<file path="src/rtl/mips_ctrl_pkg.sv">
// Shared definitions for the multicycle MIPS controller: opcodes, FSM state
// encoding and the ALUOp codes understood by the ALU decoder.
package mips_ctrl_pkg;

  localparam logic [5:0] OP_RTYPE = 6'b000000;
  localparam logic [5:0] OP_LW    = 6'b100011;
  localparam logic [5:0] OP_SW    = 6'b101011;
  localparam logic [5:0] OP_BEQ   = 6'b000100;
  localparam logic [5:0] OP_ADDI  = 6'b001000;
  localparam logic [5:0] OP_J     = 6'b000010;

  localparam logic [1:0] ALUOP_ADD   = 2'b00;
  localparam logic [1:0] ALUOP_SUB   = 2'b01;
  localparam logic [1:0] ALUOP_FUNCT = 2'b10;

  typedef enum logic [3:0] {
    FETCH   = 4'd0,
    DECODE  = 4'd1,
    MEMADR  = 4'd2,
    MEMRD   = 4'd3,
    MEMWB   = 4'd4,
    MEMWR   = 4'd5,
    EXECUTE = 4'd6,
    ALUWB   = 4'd7,
    BRANCH  = 4'd8,
    ADDIEX  = 4'd9,
    ADDIWB  = 4'd10,
    JUMP    = 4'd11,
    TRAP    = 4'd12
  } state_e;

endpackage

</file>
<file path="src/rtl/main_control_outdec.sv">
// Combinational decode of controller state (plus MemReady during FETCH)
// into datapath selects, write strobes and ALUOp.
module main_control_outdec
  import mips_ctrl_pkg::*;
(
  input  logic [3:0] state_i,
  input  logic       mem_ready_i,
  output logic       iord_o,
  output logic       mem_write_o,
  output logic       ir_write_o,
  output logic       pc_write_o,
  output logic       branch_o,
  output logic [1:0] pc_src_o,
  output logic       alu_src_a_o,
  output logic [1:0] alu_src_b_o,
  output logic [1:0] alu_op_o,
  output logic       reg_dst_o,
  output logic       mem_to_reg_o,
  output logic       reg_write_o,
  output logic       trap_o
);

  always_comb begin
    iord_o       = 1'b0;
    mem_write_o  = 1'b0;
    ir_write_o   = 1'b0;
    pc_write_o   = 1'b0;
    branch_o     = 1'b0;
    pc_src_o     = 2'b00;
    alu_src_a_o  = 1'b0;
    alu_src_b_o  = 2'b00;
    alu_op_o     = ALUOP_ADD;
    reg_dst_o    = 1'b0;
    mem_to_reg_o = 1'b0;
    reg_write_o  = 1'b0;
    trap_o       = 1'b0;
    unique case (state_e'(state_i))
      // PC+4 is computed every FETCH cycle but only committed once memory answers.
      FETCH: begin
        alu_src_b_o = 2'b01;
        ir_write_o  = mem_ready_i;
        pc_write_o  = mem_ready_i;
      end
      DECODE:  alu_src_b_o = 2'b11;
      MEMADR: begin
        alu_src_a_o = 1'b1;
        alu_src_b_o = 2'b10;
      end
      MEMRD:   iord_o = 1'b1;
      MEMWB: begin
        mem_to_reg_o = 1'b1;
        reg_write_o  = 1'b1;
      end
      MEMWR: begin
        iord_o      = 1'b1;
        mem_write_o = 1'b1;
      end
      EXECUTE: begin
        alu_src_a_o = 1'b1;
        alu_op_o    = ALUOP_FUNCT;
      end
      ALUWB: begin
        reg_dst_o   = 1'b1;
        reg_write_o = 1'b1;
      end
      BRANCH: begin
        alu_src_a_o = 1'b1;
        alu_op_o    = ALUOP_SUB;
        pc_src_o    = 2'b01;
        branch_o    = 1'b1;
      end
      ADDIEX: begin
        alu_src_a_o = 1'b1;
        alu_src_b_o = 2'b10;
      end
      ADDIWB:  reg_write_o = 1'b1;
      JUMP: begin
        pc_src_o   = 2'b10;
        pc_write_o = 1'b1;
      end
      TRAP:    trap_o = 1'b1;
      default: ;
    endcase
  end

endmodule

</file>
<file path="src/rtl/main_control_fsm.sv">
// Multicycle MIPS main controller: instruction sequencing FSM with a
// retired-instruction counter; output decode lives in main_control_outdec.
module main_control_fsm
  import mips_ctrl_pkg::*;
#(
  parameter int CNT_WIDTH = 32
) (
  input  logic                 CLK,
  input  logic                 RST,
  input  logic [5:0]           Op,
  input  logic                 MemReady,
  output logic                 IorD,
  output logic                 MemWrite,
  output logic                 IRWrite,
  output logic                 PCWrite,
  output logic                 Branch,
  output logic [1:0]           PCSrc,
  output logic                 ALUSrcA,
  output logic [1:0]           ALUSrcB,
  output logic [1:0]           ALUOp,
  output logic                 RegDst,
  output logic                 MemtoReg,
  output logic                 RegWrite,
  output logic                 Retired,
  output logic                 Trap,
  output logic [CNT_WIDTH-1:0] InstrCount
);

  state_e               state_q, state_d;
  logic                 retired_q;
  logic [CNT_WIDTH-1:0] count_q;
  logic                 retire;

  always_comb begin
    state_d = state_q;
    unique case (state_q)
      FETCH:   state_d = MemReady ? DECODE : FETCH;
      DECODE: begin
        unique case (Op)
          OP_LW, OP_SW: state_d = MEMADR;
          OP_RTYPE:     state_d = EXECUTE;
          OP_BEQ:       state_d = BRANCH;
          OP_ADDI:      state_d = ADDIEX;
          OP_J:         state_d = JUMP;
          default:      state_d = TRAP;
        endcase
      end
      MEMADR:  state_d = (Op == OP_SW) ? MEMWR : MEMRD;
      MEMRD:   state_d = MemReady ? MEMWB : MEMRD;
      MEMWB:   state_d = FETCH;
      MEMWR:   state_d = MemReady ? FETCH : MEMWR;
      EXECUTE: state_d = ALUWB;
      ALUWB:   state_d = FETCH;
      BRANCH:  state_d = FETCH;
      ADDIEX:  state_d = ADDIWB;
      ADDIWB:  state_d = FETCH;
      JUMP:    state_d = FETCH;
      TRAP:    state_d = TRAP;
      default: state_d = TRAP;
    endcase
  end

  // An instruction retires on the edge that returns the FSM to FETCH.
  assign retire = (state_q != FETCH) && (state_d == FETCH);

  always_ff @(posedge CLK or negedge RST) begin
    if (!RST) begin
      state_q   <= FETCH;
      retired_q <= 1'b0;
      count_q   <= '0;
    end else begin
      state_q   <= state_d;
      retired_q <= retire;
      if (retire) count_q <= count_q + CNT_WIDTH'(1);
    end
  end

  assign Retired    = retired_q;
  assign InstrCount = count_q;

  main_control_outdec u_outdec (
    .state_i      (state_q),
    .mem_ready_i  (MemReady),
    .iord_o       (IorD),
    .mem_write_o  (MemWrite),
    .ir_write_o   (IRWrite),
    .pc_write_o   (PCWrite),
    .branch_o     (Branch),
    .pc_src_o     (PCSrc),
    .alu_src_a_o  (ALUSrcA),
    .alu_src_b_o  (ALUSrcB),
    .alu_op_o     (ALUOp),
    .reg_dst_o    (RegDst),
    .mem_to_reg_o (MemtoReg),
    .reg_write_o  (RegWrite),
    .trap_o       (Trap)
  );

endmodule
</file>
<file path="config.mk">
export PLATFORM = sky130hd
export DESIGN_NAME = main_control_fsm
export DESIGN_NICKNAME = d
export VERILOG_FILES = /design/src/rtl/mips_ctrl_pkg.sv /design/src/rtl/main_control_outdec.sv /design/src/rtl/main_control_fsm.sv
export SDC_FILE = /design/constraint.sdc
export NUM_CORES = 1
export LEC_CHECK = 0
export CORE_MARGIN = 4
export CORE_UTILIZATION = 48
export DETAILED_ROUTE_END_ITERATION = 12
export MAX_ROUTING_LAYER = met4
export PLACE_DENSITY = 0.89
export REMOVE_ABC_BUFFERS = 1
export SLEW_MARGIN = 20
export SYNTH_ARGS = -nofsm -noshare
export SYNTH_HDL_FRONTEND = slang
export SYNTH_SLANG_ARGS = --single-unit
</file>
<file path="constraint.sdc">
create_clock -name CLK -period 2.7 [get_ports CLK]
set_input_delay 0.405 -clock CLK [delete_from_list [all_inputs] [get_ports CLK]]
set_output_delay 0.405 -clock CLK [all_outputs]
set_load 0.05 [all_outputs]
</file>
-- Yosys cells after proc, flatten, opt, wreduce, memory -nomap -nowiden
Index checks and enable logic that the tools add are counted.
- reductions and logical operators: 11
- shift operators: 0
- $mul: 0
- mux-type cells: 19
- $lt $le $gt $ge: 0
- div/mod/pow operators: 0
- bitwise gates (word level): 0
- add/subtract/negate cells: 1
- eq/ne operators: 17
- operators by type and width (kind ; number):
    $add 32x1->32 const B ; 1
    $pmux 4 s8 ; 1
    $eq 4x4->1 const B ; 5
    $pmux 4 s5 ; 1
    $eq 4x3->1 const B ; 4
    $eq 6x6->1 const B ; 2
    $mux 1 ; 10
    $mux 3 ; 3
    $eq 4x2->1 const B ; 2
    $logic_not 4->1 ; 2
    $pmux 2 s2 ; 2
    $eq 6x2->1 const B ; 1
    $eq 6x3->1 const B ; 1
    $eq 6x4->1 const B ; 1
    $logic_not 6->1 ; 1
    $pmux 2 s3 ; 1
    $reduce_or 2->1 ; 3
    $reduce_or 5->1 ; 1
    $eq 4x1->1 const B ; 1
    $reduce_bool 4->1 ; 1
    $reduce_or 4->1 ; 1
    $reduce_or 3->1 ; 1
    $pmux 1 s2 ; 1
    $logic_and 1x1->1 ; 1
- input port bits: 9
- memory bits (writable): 0
- output and inout bits: 49
- flip-flop bits (word level): 37
- bits in latches: 0
- memories: 0
- memory bits (read-only): 0
- logic and storage cells: 51

-- Longest topological paths before layout
Gate-level depths: netlist (run 1).
- word-level depth: 6
- depth in mapped cells: 9
- gate-level depth less buffers: 7

-- Hierarchy
From an unflattened synthesis (run 1), not the netlist that was laid out.
- cell total of the unflattened synthesis: 213
- area, all modules: 2095.8 um2
- by module, submodules not included (module ; area an instance (um2) ; times used ; seq. area each (um2) ; cells each):
    main_control_fsm ; 1921.8 ; 1 ; 925.9 ; 182
    main_control_outdec ; 173.9 ; 1 ; 0.0 ; 31

-- Worst setup path before layout (run 1)
OpenSTA, ideal clock, no wires.
- path kind: flip-flop to output port
- start point: reg state_q[2]
- end point: out PCWrite
- path slack: -0.087 ns
- stages on the path, launching flop included: 5
- required time: 2.295 ns
- path buffers: 1
- arrival time: 2.382 ns
- cell sequence: dfrtp_1 clkbuf_1 or2_2 nor3_1 or2_2
- longest elaborated chain between the ends: 2
- RTL lines (item ; line ; source):
    from (decl) ; main_control_fsm.sv:29 ; state_e state_q, state_d;
    from (signal assigned) ; main_control_fsm.sv:72 ; state_q <= state_d;
    $eq 4x4->1 or $logic_not 4->1 (tied branches) ; main_control_outdec.sv:37 ; unique case (state_e'(state_i))
    $pmux 1 s2 * ; main_control_outdec.sv:37 ;
    to (decl) ; main_control_fsm.sv:15 ; output logic PCWrite,
Every way passes the cells marked *; elsewhere a longest branch is shown, timed or not.

-- Final worst setup path (run 1)
- start point: reg state_q[1]
- end point: out IorD
- longest elaborated chain between the ends: 3
- RTL lines (item ; line ; source):
    $eq 4x2->1 or $eq 4x3->1 (tied branches) ; main_control_outdec.sv:37 ;
    $reduce_or 2->1 (no line) * ; -- ;
    $mux 1 * ; main_control_outdec.sv:37 ;
    to (decl) ; main_control_fsm.sv:12 ; output logic IorD,
Marks and branches as above.

==> run_summary.xml, run 1 <==
<?xml version="1.0" encoding="UTF-8"?>
<metrics>
  <group name="clock_network">
    <metric name="cts.sinks" unit="">37</metric>
    <metric name="cts_root_buf" unit="">clkbuf_8</metric>
    <metric name="cts.htree.levels" unit="">2</metric>
    <metric name="clk-insertion-delay-late" unit="ns">0.28</metric>
    <metric name="cts-buffers-inserted" unit="">5</metric>
    <metric name="clock_tree.buffer_depth" unit="">2</metric>
    <metric name="clk_transition_reported_paths" unit="ns">0.07</metric>
    <metric name="clock_tree_from_tritoncts" unit="">built</metric>
  </group>
  <group name="power_and_ir_drop">
    <metric name="p_int" unit="mW">1.51</metric>
    <metric name="irDropWorstVdd" unit="V">0.000577</metric>
    <metric name="power_frac_comb" unit="%">56.0</metric>
    <metric name="total_switching_power" unit="mW">1.32</metric>
    <metric name="powerDensity" unit="nW/µm²">968</metric>
    <metric name="finalPower" unit="mW">2.83</metric>
    <metric name="leakage_power_total" unit="nW">1.27</metric>
    <metric name="pwr-share-clk" unit="%">17.2</metric>
    <metric name="power_frac_seq" unit="%">26.7</metric>
    <metric name="power.switching_fraction" unit="%">46.6</metric>
  </group>
  <group name="setup_path">
    <metric name="worstPathCellList" unit="">buf_4, xnor2_1, nor3b_1, clkdlybuf4s50_1</metric>
    <metric name="timing.reg2reg.setup_slack" unit="ns">0.33</metric>
    <metric name="startpoint_type" unit="">register</metric>
    <metric name="cpPeakStageDelay" unit="ns">0.85</metric>
    <metric name="cp.arrival" unit="ns">2.16</metric>
    <metric name="crit_slowest_cell" unit="">clkdlybuf4s50_1</metric>
    <metric name="crit_path_max_fanout" unit="">12</metric>
    <metric name="cp-end-kind" unit="">output port</metric>
    <metric name="cp_data_required_time" unit="ns">2.30</metric>
    <metric name="path_class" unit="">reg -&gt; out</metric>
    <metric name="r2r_cells" unit="">7</metric>
    <metric name="crit_start" unit="">state_q[1]</metric>
    <metric name="r2r-start" unit="">state_q[0]</metric>
  </group>
  <group name="timing">
    <metric name="grt_setup_unrepaired" unit="">no</metric>
    <metric name="fin_crit_sh" unit="%">94.8</metric>
    <metric name="timing.final.max_slew_violations" unit="">0</metric>
    <metric name="max_freq" unit="GHz">0.391</metric>
    <metric name="setup_slack_after_layout" unit="ns">0.139</metric>
    <metric name="pin_slew_with_the_least_headroom_to_its_limit" unit="ns">0.522</metric>
    <metric name="fin_setup_tns" unit="ns">0</metric>
    <metric name="hold_violations" unit="">0</metric>
    <metric name="final-setup-viol-count" unit="">0</metric>
    <metric name="slew-limit-headroom" unit="%">64.9</metric>
    <metric name="fin_worst_skew" unit="ns">0.00659</metric>
    <metric name="final.min_clock_period" unit="ns">2.56</metric>
  </group>
  <group name="grt">
    <metric name="number_of_antenna_violations_at_the_first_check_in_global_routing" unit="">0</metric>
    <metric name="globalRoute.totalOverflow" unit="">0</metric>
    <metric name="grt_start_max_net_pins" unit="">38</metric>
    <metric name="grt_first_pass_wirelength" unit="mm">8.16</metric>
    <metric name="total_grt_usage" unit="%">19.5</metric>
    <metric name="first_global_vias" unit="">1746</metric>
  </group>
  <group name="yosys">
    <metric name="synth.lib_cells_used.distinct" unit="">42</metric>
    <metric name="share_of_the_yosys_chip_area_belonging_to_registers" unit="%">43.5</metric>
    <metric name="synth.yosys.warnings" unit="">0</metric>
    <metric name="postSynthCellCount" unit="">222</metric>
    <metric name="number_of_synthesized_register_bits" unit="">37</metric>
    <metric name="dominantRegCellSynth" unit="">dfrtp_1</metric>
    <metric name="synth_area" unit="µm²">2130</metric>
    <metric name="synth-async-reset-ratio" unit="%">100</metric>
    <metric name="post_synth_edffs" unit="">0</metric>
    <metric name="avgSynthCellArea" unit="µm²">9.59</metric>
  </group>
  <group name="route">
    <metric name="postRouteWirelength" unit="mm">4.96</metric>
    <metric name="remaining_drc_errors" unit="">0</metric>
    <metric name="route.vias.total" unit="">1883</metric>
    <metric name="drt-initial-drc-count" unit="">108</metric>
    <metric name="drt_pass1_iterations" unit="">5</metric>
    <metric name="drt-vias-per-instance" unit="">5.59</metric>
    <metric name="wl_per_cell" unit="µm">14.7</metric>
    <metric name="postRouteAntennaNets" unit="">0</metric>
  </group>
  <group name="die">
    <metric name="row_count" unit="">23</metric>
    <metric name="start_util" unit="%">51.4</metric>
    <metric name="die_width" unit="µm">74.6</metric>
    <metric name="num_io_pins" unit="">58</metric>
    <metric name="core_area" unit="µm²">4140</metric>
    <metric name="die_height" unit="µm">74.6</metric>
    <metric name="die_area" unit="µm²">5560</metric>
  </group>
  <group name="finish">
    <metric name="most_used_cells_in_the_layout_excluding_fill_and_tap_cells" unit="">49 x clkdlybuf4s50_1, 36 x dfrtp_1, 31 x xnor2_1, 17 x buf_4, 16 x nand4_1</metric>
    <metric name="post_route_cells_drive_above_1_share" unit="%">12.2</metric>
    <metric name="nNetsFinal" unit="">296</metric>
    <metric name="mostFrequentLayoutCell" unit="">clkdlybuf4s50_1</metric>
    <metric name="layout-area-overhead-vs-synth" unit="%">37.3</metric>
    <metric name="final_cell_area" unit="µm²">2920</metric>
    <metric name="insertedDiodeCount" unit="">0</metric>
    <metric name="finish.cell_count_without_fillers" unit="">337</metric>
  </group>
  <group name="placement">
    <metric name="dp_slack" unit="ns">-0.146</metric>
    <metric name="place_inst" unit="">329</metric>
    <metric name="dpl.hpwl" unit="mm">3.71</metric>
    <metric name="numPortBuffers" unit="">57</metric>
    <metric name="place.gp.congestion" unit="">0.856</metric>
    <metric name="cell_area_placed" unit="µm²">2810</metric>
  </group>
  <group name="worst_hold_path">
    <metric name="timing.hold.worst.start" unit="">InstrCount[31]</metric>
    <metric name="worstHoldPathType" unit="">reg -&gt; reg</metric>
    <metric name="hold-path-cell-count" unit="">1</metric>
  </group>
  <group name="flow_run">
    <metric name="timing.max_cap.violations" unit="">0</metric>
  </group>
  <group name="run_status">
    <metric name="run_status" unit="">complete, no violations</metric>
  </group>
</metrics>
==> worst max-delay path, delay by kind of cell, from the launching register on <==
kind	cells	cell delay, ns
DFF	1	0.48
buffers and inverters	2	1.06
and+or+nand+nor	1	0.21
xor gates and xnor gates	1	0.12
==> through the flow <==
| stage | util [%] | hold WS [ns] |
|---|---|---|
| floorplan | - | 0.109 |
| global route | 70.5 | 0.510 |
| finish | 70.5 | 0.483 |
| CTS | 70.4 | 0.492 |
| global placement | 67.7 | 0.464 |
| detailed placement | 67.7 | 0.482 |
==> metal layers <==
layer  part of all wire [%]  routed length [µm]  up-vias  GRT usage, %
li1                       -                   -      918             -
met1                     45                2220      891          25.8
met2                     48                2370       67          30.4
met3                    6.1                 302        7          4.05
met4                    1.4                  68        0          5.53
met5                      0                   0        -             -
==> power groups by stage <==
stage	registers [mW]	logic, mW	clock network [mW]
floorplan	0.883	0.865	0
global placement	0.759	1.56	0
detailed placement	0.763	1.60	0
CTS	0.753	1.59	0.498
global route	0.772	1.70	0.523
finish	0.756	1.58	0.487
==> layout make-up <==
| class | instances | area [µm²] |
|---|---|---|
| multi-input cells | 168 | 1130 |
| inverters | 3 | 11.3 |
| repair buffers | 71 | 677 |
| fillers | 318 | 1220 |
| clock inverters | 1 | 30.0 |
| flip-flops and latches | 37 | 927 |
| well taps | 50 | 62.6 |
| clock buffers | 7 | 86.3 |
==> state kept, by name, summed over array words and instances (netlist names) <==
register    cells
InstrCount     32
state_q         4
Retired         1
==> path summary, 6_finish.rpt <==
path / end
min reg2reg: InstrCount[31]
max reg2reg: InstrCount[1]
max in group asynchronous: state_q[2]
max: IorD
min in group asynchronous: InstrCount[30]
min: InstrCount[31]
==> cells by family after synthesis <==
logic type	Yosys count	share of synthesized area (%)
simple gates	110	29.7
flops	37	43.5
xor+xnor	33	13.6
compound gates	23	8.11
buf+inv	17	3.76
mux	1	0.705
fa+ha+maj	1	0.588
==> cells in the mapped netlist (all sizes together) (2+ instances only) <==
master,count,area [µm²]
nand2b,7,43.8
nand2,11,43.8
nand3,14,70.1
o21ai,6,30.0
or2,3,18.8
a21oi,2,10.0
clkbuf,7,26.3
nor2b,6,37.5
o2111ai,3,26.3
dfrtp,37,926
xor2,2,17.5
nor3b,3,22.5
and4,3,26.3
and3,15,93.8
and2,5,31.3
or4,3,26.3
nand4,16,100
o211ai,2,15.0
buf,7,42.5
xnor2,31,272
inv,3,11.3
nor3,7,40.0
nor2,14,52.6
==> repair_timing <==
action,in CTS,in global routing
setup buffers,0,0
endpoints found under the setup margin,3,3
hold buffers,0,0
gates resized for setup,3,2
pin swaps,0,0
cloned,0,0
Note: power is estimated with default switching activity, not from simulation.
==> inputs of run 2 (changes only) <==
SKIP_CTS_REPAIR_TIMING = 1   (was default)
==> run 2 against run 1 <==
Final cell count did not move. Clock-buffer cell count did not move. Clock power barely moved. Sequential share of layout area fell by 0.12 points. Cell area rose by 0.39%. Highest routed layer unchanged. Combinational power barely moved. Global-route usage did not move. Non-clock buffer count did not move. Critical endpoint unchanged. Sequential power barely moved.
==> run_summary.xml, run 2 (synthesized netlist as in run 1, its figures left out) <==
<?xml version="1.0" encoding="UTF-8"?>
<metrics>
  <group name="grt">
    <metric name="total_grt_usage" unit="%">19.5</metric>
    <metric name="grt_first_pass_wirelength" unit="mm">8.16</metric>
    <metric name="globalRoute.totalOverflow" unit="">0</metric>
    <metric name="grt_start_max_net_pins" unit="">38</metric>
    <metric name="number_of_antenna_violations_at_the_first_check_in_global_routing" unit="">0</metric>
    <metric name="first_global_vias" unit="">1746</metric>
  </group>
  <group name="setup_path">
    <metric name="cp_data_required_time" unit="ns">2.30</metric>
    <metric name="r2r_cells" unit="">7</metric>
    <metric name="r2r-start" unit="">state_q[0]</metric>
    <metric name="startpoint_type" unit="">register</metric>
    <metric name="cp-end-kind" unit="">output port</metric>
    <metric name="timing.reg2reg.setup_slack" unit="ns">0.33</metric>
    <metric name="worst_r2r_endpoint" unit="">InstrCount[1]</metric>
    <metric name="crit_path_max_fanout" unit="">12</metric>
    <metric name="cp.arrival" unit="ns">2.16</metric>
    <metric name="path_class" unit="">reg -&gt; out</metric>
  </group>
  <group name="route">
    <metric name="postRouteAntennaNets" unit="">0</metric>
    <metric name="remaining_drc_errors" unit="">0</metric>
    <metric name="wl_per_cell" unit="µm">14.7</metric>
    <metric name="postRouteWirelength" unit="mm">4.96</metric>
    <metric name="drt-initial-drc-count" unit="">108</metric>
    <metric name="drt_pass1_iterations" unit="">5</metric>
    <metric name="drt-vias-per-instance" unit="">5.58</metric>
    <metric name="route.vias.total" unit="">1882</metric>
  </group>
  <group name="die">
    <metric name="start_util" unit="%">51.4</metric>
    <metric name="row_count" unit="">23</metric>
    <metric name="core_area" unit="µm²">4140</metric>
    <metric name="num_io_pins" unit="">58</metric>
    <metric name="die_height" unit="µm">74.6</metric>
    <metric name="die_area" unit="µm²">5560</metric>
    <metric name="die_width" unit="µm">74.6</metric>
  </group>
  <group name="timing">
    <metric name="final-setup-viol-count" unit="">0</metric>
    <metric name="hold_violations" unit="">0</metric>
    <metric name="pin_slew_with_the_least_headroom_to_its_limit" unit="ns">0.522</metric>
    <metric name="slew-limit-headroom" unit="%">64.9</metric>
    <metric name="fin_crit_sh" unit="%">94.8</metric>
    <metric name="final.min_clock_period" unit="ns">2.56</metric>
    <metric name="fin_worst_skew" unit="ns">0.00659</metric>
    <metric name="grt_setup_unrepaired" unit="">no</metric>
    <metric name="max_freq" unit="GHz">0.391</metric>
    <metric name="timing.final.max_slew_violations" unit="">0</metric>
  </group>
  <group name="finish">
    <metric name="insertedDiodeCount" unit="">0</metric>
    <metric name="final_cell_area" unit="µm²">2930</metric>
    <metric name="most_used_cells_in_the_layout_excluding_fill_and_tap_cells" unit="">49 x clkdlybuf4s50_1, 36 x dfrtp_1, 31 x xnor2_1, 17 x buf_4, 16 x nand4_1</metric>
    <metric name="mostFrequentLayoutCell" unit="">clkdlybuf4s50_1</metric>
    <metric name="largest_reg_flops" unit="">32</metric>
    <metric name="nNetsFinal" unit="">296</metric>
    <metric name="post_route_cells_drive_above_1_share" unit="%">12.2</metric>
    <metric name="fillerInstances" unit="">317</metric>
    <metric name="layout-area-overhead-vs-synth" unit="%">37.9</metric>
  </group>
  <group name="placement">
    <metric name="cell_area_placed" unit="µm²">2810</metric>
    <metric name="numPortBuffers" unit="">57</metric>
    <metric name="place.gp.congestion" unit="">0.856</metric>
    <metric name="dpl.hpwl" unit="mm">3.71</metric>
  </group>
  <group name="worst_hold_path">
    <metric name="worstHoldPathType" unit="">reg -&gt; reg</metric>
    <metric name="timing.hold.worst_endpoint" unit="">InstrCount[31]</metric>
    <metric name="hold-path-cell-count" unit="">1</metric>
    <metric name="timing.hold.worst.start" unit="">InstrCount[31]</metric>
  </group>
  <group name="flow_run">
    <metric name="timing.max_cap.violations" unit="">0</metric>
  </group>
  <group name="clock_network">
    <metric name="clock_tree.buffer_depth" unit="">2</metric>
    <metric name="clk-insertion-delay-late" unit="ns">0.28</metric>
    <metric name="cts.sinks" unit="">37</metric>
    <metric name="cts.htree.levels" unit="">2</metric>
    <metric name="cts_root_buf" unit="">clkbuf_8</metric>
    <metric name="clk_transition_reported_paths" unit="ns">0.07</metric>
    <metric name="cts-buffers-inserted" unit="">5</metric>
    <metric name="clock_tree_from_tritoncts" unit="">built</metric>
  </group>
  <group name="power_and_ir_drop">
    <metric name="powerDensity" unit="nW/µm²">968</metric>
    <metric name="leakage_power_total" unit="nW">1.31</metric>
    <metric name="irDropWorstVdd" unit="V">0.000578</metric>
    <metric name="finalPower" unit="mW">2.84</metric>
  </group>
  <group name="run_status">
    <metric name="run_status" unit="">complete, no violations</metric>
  </group>
</metrics>
run 2: changes by cell type in the layout (fill, tap and decap cells not counted), sizes merged:
cell | before | now
dlygate4sd2 | 3 | 0
dlymetal6s2s | 1 | 4
run 2: layer usage:
layer | share of wire, % | global-route usage, % | vias to the layer above
met4 | 1.4 | 5.53 | 0
met3 | 6.1 | 4.05 | 7
met2 | 48 | 30.4 | 65
met5 | 0 | - | -
li1 | - | - | 918
met1 | 45 | 25.8 | 892
run 2: stage by stage:
stage / TNS (ns) / instances / util [%] / setup slack (ns) / hold slack, ns
floorplan: -6.94 / 208 / - / -1.47 / 0.109
global placement: -0.0763 / 329 / 67.7 / -0.0169 / 0.464
CTS: -0.212 / 337 / 70.5 / -0.0836 / 0.492
detailed placement: -2.74 / 329 / 67.7 / -0.146 / 0.482
global route: 0 / 337 / 70.8 / 0.0376 / 0.510
finish: 0 / 337 / 70.8 / 0.139 / 0.483
run 2: critical path, cell delays in order, from the launching register on:
cell,delay [ns]
dfrtp_1,0.48
buf_4,0.21
xnor2_1,0.12
nor3b_1,0.21
clkdlybuf4s50_1,0.85
run 2: how the worst max path moves through the flow:
stage	end	depth (start not counted)	from
global placement	InstrCount[11]	8	Op[0]
floorplan	ALUOp[0]	2	state_q[2]
global route	IorD	4	state_q[1]
CTS	PCSrc[0]	3	state_q[2]
finish	IorD	4	state_q[1]
detailed placement	InstrCount[9]	8	Op[0]
run 2: cell type report:
type	count	area, µm²	area share [%]
inverter	3	11.3	0.384
clock inverter	1	30.0	1.02
timing repair buffer	71	688	23.5
multi-input combinational	168	1130	38.5
clock buffer	7	86.3	2.94
sequential	37	927	31.6
tap	50	62.6	2.13
run 2: power breakdown:
| group | switching (mW) | internal [mW] | leakage [nW] |
|---|---|---|---|
| Combinational | 0.999 | 0.598 | 0.744 |
| Clock | 0.186 | 0.301 | 0.0585 |
| Sequential | 0.133 | 0.623 | 0.503 |
